File: config.mk
export PLATFORM = sky130hd
export DESIGN_NAME = branch_redirect_ctrl
export DESIGN_NICKNAME = d
export VERILOG_FILES = /design/src/rtl/branch_redirect_ctrl.sv
export SDC_FILE = /design/constraint.sdc
export NUM_CORES = 1
export LEC_CHECK = 0
export BUFFER_PORTS_ARGS = -buffer_cell sky130_fd_sc_hd__buf_2
export CORE_UTILIZATION = 58
export DETAILED_ROUTE_END_ITERATION = 16
export PLACE_DENSITY = 0.93
export SYNTH_ARGS = -nofsm -noshare
export SYNTH_HDL_FRONTEND = slang
export SYNTH_SLANG_ARGS = --single-unit
File: constraint.sdc
create_clock -name clk -period 2.9 [get_ports clk]
set_input_delay 0.58 -clock clk [delete_from_list [all_inputs] [get_ports clk]]
set_output_delay 0.58 -clock clk [all_outputs]
set_load 0.01 [all_outputs]
File: src/rtl/branch_redirect_ctrl.sv
// ---------------------------------------------------------------------------
// branch_redirect_ctrl
//   Sequences branch resolution in the ID stage and turns a resolved-taken
//   branch into a PC redirect request for the fetch stage. The redirect is
//   only raised once the delay-slot instruction has been fetched, and it is
//   held until the PC register accepts it. The module also tracks whether
//   the next instruction leaving ID is a delay slot, for exception handling.
//
// Optional feature (macro BRANCH_PERF_CNT_EN): adds the CNT_W parameter and
//   taken / not-taken / stall performance counters. The counters wrap, and
//   flush_i does not clear them.
//
// Ports
//   clk, resetn          clock, asynchronous active-low reset
//   id_valid_i           ID holds a valid instruction
//   id_is_branch_i       ID instruction is a branch or jump
//   opnd_ready_i         branch operands are final
//   do_branch_i          taken decision from the branch condition unit
//   target_i             branch/jump target address
//   id_advance_i         ID instruction moves to EX this cycle
//   ds_fetched_i         delay-slot instruction is in IF/ID or later
//   redirect_ready_i     PC register accepts the redirect this cycle
//   flush_i              exception/ERET pipeline flush
//   redirect_valid_o     redirect request (registered)
//   redirect_pc_o        redirect address, 0 when no request (registered)
//   id_stall_o           stall the ID stage (combinational)
//   next_in_ds_o         next instruction leaving ID is a delay slot
//   branch_resolved_o    one-cycle pulse after a branch resolves
//   taken_cnt_o, not_taken_cnt_o, stall_cnt_o   (BRANCH_PERF_CNT_EN only)
// ---------------------------------------------------------------------------
module branch_redirect_ctrl #(
  parameter int unsigned ADDR_W = 32
`ifdef BRANCH_PERF_CNT_EN
  , parameter int unsigned CNT_W = 32
`endif
) (
  input  logic              clk,
  input  logic              resetn,
  input  logic              id_valid_i,
  input  logic              id_is_branch_i,
  input  logic              opnd_ready_i,
  input  logic              do_branch_i,
  input  logic [ADDR_W-1:0] target_i,
  input  logic              id_advance_i,
  input  logic              ds_fetched_i,
  input  logic              redirect_ready_i,
  input  logic              flush_i,
  output logic              redirect_valid_o,
  output logic [ADDR_W-1:0] redirect_pc_o,
  output logic              id_stall_o,
  output logic              next_in_ds_o,
  output logic              branch_resolved_o
`ifdef BRANCH_PERF_CNT_EN
  , output logic [CNT_W-1:0] taken_cnt_o,
  output logic [CNT_W-1:0]  not_taken_cnt_o,
  output logic [CNT_W-1:0]  stall_cnt_o
`endif
);

  typedef enum logic [1:0] {
    IDLE     = 2'd0,
    WAIT_DS  = 2'd1,
    REDIRECT = 2'd2
  } state_t;

  state_t            state_q, state_d;
  logic [ADDR_W-1:0] tgt_q, tgt_d;
  logic [ADDR_W-1:0] pc_d;
  logic              valid_d;
  logic              nds_d;
  logic              resolve;

  // A branch can only resolve while no earlier redirect is outstanding, so a
  // branch sitting in a delay slot waits until the handshake completes.
  always_comb begin
    resolve = (state_q == IDLE) & id_valid_i & id_is_branch_i & opnd_ready_i
              & id_advance_i & ~flush_i;
    id_stall_o = id_valid_i & id_is_branch_i
                 & (~opnd_ready_i | (state_q != IDLE));
  end

  always_comb begin
    state_d = state_q;
    tgt_d   = tgt_q;
    case (state_q)
      IDLE: begin
        if (resolve && do_branch_i) begin
          tgt_d   = target_i;
          state_d = ds_fetched_i ? REDIRECT : WAIT_DS;
        end
      end
      WAIT_DS: begin
        if (ds_fetched_i) state_d = REDIRECT;
      end
      REDIRECT: begin
        if (redirect_ready_i) state_d = IDLE;
      end
      default: state_d = IDLE;
    endcase

    if (flush_i) begin
      state_d = IDLE;
      tgt_d   = '0;
    end

    // Output registers are loaded from the next state so that the request
    // appears in the first cycle of REDIRECT and drops with the handshake.
    valid_d = (state_d == REDIRECT);
    pc_d    = valid_d ? tgt_d : '0;

    // Setting wins over clearing: the resolving branch itself advances.
    nds_d = next_in_ds_o;
    if (flush_i)                         nds_d = 1'b0;
    else if (resolve)                    nds_d = 1'b1;
    else if (id_valid_i && id_advance_i) nds_d = 1'b0;
  end

  always_ff @(posedge clk or negedge resetn) begin
    if (!resetn) begin
      state_q           <= IDLE;
      tgt_q             <= '0;
      redirect_valid_o  <= 1'b0;
      redirect_pc_o     <= '0;
      next_in_ds_o      <= 1'b0;
      branch_resolved_o <= 1'b0;
    end else begin
      state_q           <= state_d;
      tgt_q             <= tgt_d;
      redirect_valid_o  <= valid_d;
      redirect_pc_o     <= pc_d;
      next_in_ds_o      <= nds_d;
      branch_resolved_o <= resolve;
    end
  end

`ifdef BRANCH_PERF_CNT_EN
  always_ff @(posedge clk or negedge resetn) begin
    if (!resetn) begin
      taken_cnt_o     <= '0;
      not_taken_cnt_o <= '0;
      stall_cnt_o     <= '0;
    end else begin
      if (resolve &&  do_branch_i) taken_cnt_o     <= taken_cnt_o + 1'b1;
      if (resolve && !do_branch_i) not_taken_cnt_o <= not_taken_cnt_o + 1'b1;
      if (id_stall_o)              stall_cnt_o     <= stall_cnt_o + 1'b1;
    end
  end
`endif

endmodule

==> results.py <==
metrics = {
    "route": {
        "highest_layer": "met4",
        "wl_met1_mm": 3.33,
        "drc": 0,
        "viasPerCell": 6.34,
        "first_iter_violations": 253,
        "dr_wl_met3_um": 493,
        "wirelength_mm": 8.16,
        "wl_per_cell_um": 20.7,
        "drtAntennaViolNets": 0,
        "num_vias": 2498,
        "routed-wl-met2_mm": 4.15,
        "drtPass1Iterations": 4,
    },
    "synthesis": {
        "synth-edff-count": 0,
        "ys_seq_area_share_pct": 50.0,
        "netlist_area_sq_um": 3450,
        "synth_top_cells_by_area": "dfrtp_1 (50%), o31ai_4 (17%), a211oi_2 (10%)",
        "synth_top_cell_by_area": "dfrtp_1",
        "synth_top_area_share_pct": 50.0,
        "synth_cell_types": 28,
        "synthCells": 246,
        "post-synth-top-count-cell": "dfrtp_1",
        "syn_nets": 288,
        "syn_area_per_cell_sq_um": 14.0,
        "ys_seq_elements": 69,
        "ys.flop_type": "dfrtp_1",
        "synthTopCellsByCount": "dfrtp_1 (69), a21oi_1 (33), nand4_1 (32), a211oi_2 (28), o31ai_4 (28)",
        "yosys_warnings": 0,
        "async_reset_ff_share_pct": 100,
    },
    "grt": {
        "grt_pass1_wl_mm": 13.5,
        "antenna_found_initial": 0,
        "grt_pass1_vias": 2619,
        "grtUsageTotal_pct": 28.9,
        "grt_max_degree": 36,
        "grt-ovfl-total": 0,
    },
    "die": {
        "die_w_um": 79.2,
        "boundaryPins": 78,
        "dieArea_sq_um": 6270,
        "dieHeight_um": 79.2,
        "core_sq_um": 5610,
        "start_util_pct": 61.6,
        "rows": 27,
    },
    "timing": {
        "rsz0062_at_grt": "false",
        "finClkSkew_ps": 6.71,
        "fin_hold_ws_ps": 321,
        "fin_setup_tns_ps": 0,
        "max_freq_mhz": 454,
        "drv_slew": 0,
        "worstMarginPinSlew_ps": 892,
        "setup_viol": 0,
        "hold_violations": 0,
        "slew_headroom_pct": 40.6,
        "finalCriticalPeriod_ps": 2200,
        "period_share_pct": 75.9,
    },
    "layout": {
        "final_cell_area_sq_um": 4020,
        "nets": 359,
        "drive_above_1_share_pct": 53.1,
        "stdcell_count": 394,
        "diodes": 0,
        "area_delta_synth_final_pct": 16.2,
    },
    "clocking": {
        "cts_tree": "done",
        "htreeDepth": 3,
        "postCtsHoldBufs": 0,
        "cts_buffers": 9,
        "clkTransAtPathRegs_ps": 70,
        "cts_setup_buffers": 0,
        "cts.path.max_buffers": 2,
        "clkSinkCount": 69,
        "root_buffer": "clkbuf_8",
        "clk_latency_ps": 340,
        "cts-resized-gates": 0,
    },
    "place": {
        "dp_hpwl_mm": 5.29,
        "dpl_cell_area_sq_um": 3860,
        "dp_cells": 378,
        "gp_congestion": 0.761,
        "portBuffers": 77,
    },
    "setup_path": {
        "critPathSlowestCell": "dfrtp_1",
        "end_kind": "output port",
        "crit_path_cell_trace": "or3b_4, and3_1, buf_2",
        "critPathKind": "reg -> out",
        "cp.arrival_ps": 1620,
        "critPathTopFamily": "simple AND/OR/NAND/NOR gates",
        "start_kind": "flip-flop",
        "r2r_slack_ps": 960,
        "critPathRequiredTime_ps": 2320,
        "crit_fanout": 6,
        "path_buf_inv": 1,
        "cpPeakStageDelay_ps": 480,
    },
    "status": {
        "outcome": "complete, no violations",
    },
    "min_path": {
        "hp-class": "in -> async",
    },
    "power": {
        "peakVddDrop_uv": 325,
        "power_density_nw_per_um2": 450,
        "p_leak_nw": 1.65,
    },
    "flow_run": {
        "cap_violations": 0,
    },
}
## cell type report
type	instances	area (sq um)
Multi-Input combinational cell	144	1530
Fill cell	395	1590
Clock buffer	11	131
Clock inverter	5	27.5
Timing Repair Buffer	91	503
Inverter	2	7.51
Tap cell	72	90.1
Sequential cell	69	1730
## registers in the layout, indices dropped and copies added (netlist names)
signal,cells
branch_resolved_o,1
state_q,2
next_in_ds_o,1
tgt_q,32
redirect_pc_o,32
redirect_valid_o,1
## worst paths after layout
path | start | to | depth (start not counted)
min in group clk | ds_fetched_i | state_q[0] | 2
hold / removal | resetn | branch_resolved_o | 1
hold reg to reg | next_in_ds_o | next_in_ds_o | 1
max in group asynchronous | resetn | tgt_q[18] | 2
setup / recovery | state_q[0] | id_stall_o | 3
setup reg to reg | state_q[1] | redirect_pc_o[1] | 4
## power breakdown
group	internal [mW]	switching (mW)	leakage [nW]
registers	0.966	0.00305	0.963
clock network	0.305	0.356	0.0829
logic	0.0456	0.133	0.609
## cells by family after synthesis
family	synth area share, %
AO/OA/AOI/OAI	35.4
flip-flops	50.0
AND/OR/NAND/NOR	8.48
buffers and inverters	6.16
## per-layer routing
layer | GRT usage, % | vias up
met5 | 0 | -
met4 | 13.5 | 0
met3 | 6.90 | 21
met2 | 44.6 | 109
met1 | 38.6 | 1250
li1 | - | 1118
## layout by cell type, fill, tap and decap left out
cell,synthesis,routed
clkinvlp_4,0,1
nor3b_4,1,1
o31ai_2,1,1
nor2_2,3,3
o31ai_1,3,3
a311oi_4,1,1
nand4b_1,1,1
a31o_1,1,1
dfrtp_1,69,69
and4b_4,1,1
a211oi_1,4,4
or3b_4,0,1
buf_2,14,77
a31oi_1,1,1
clkbuf_1,5,2
a21oi_1,33,33
and3_1,1,1
a211oi_2,28,28
buf_4,4,13
o31ai_4,28,28
buf_12,0,1
inv_1,1,1
and2b_1,1,1
nor4_1,1,1
nand4_1,32,32
nand2_1,1,1
inv_2,0,1
clkinv_2,0,4
clkbuf_8,0,9
o21ai_4,0,1
## metrics by stage
step	total power [mW]	setup slack (ps)	utilization [%]
finish	1.81	698	71.6
global route	1.87	627	71.6
CTS	1.81	699	71.6
detailed placement	1.17	436	68.8
global placement	1.16	485	68.8
floorplan	1.09	869	-
Power figures use the tool's default switching activity.
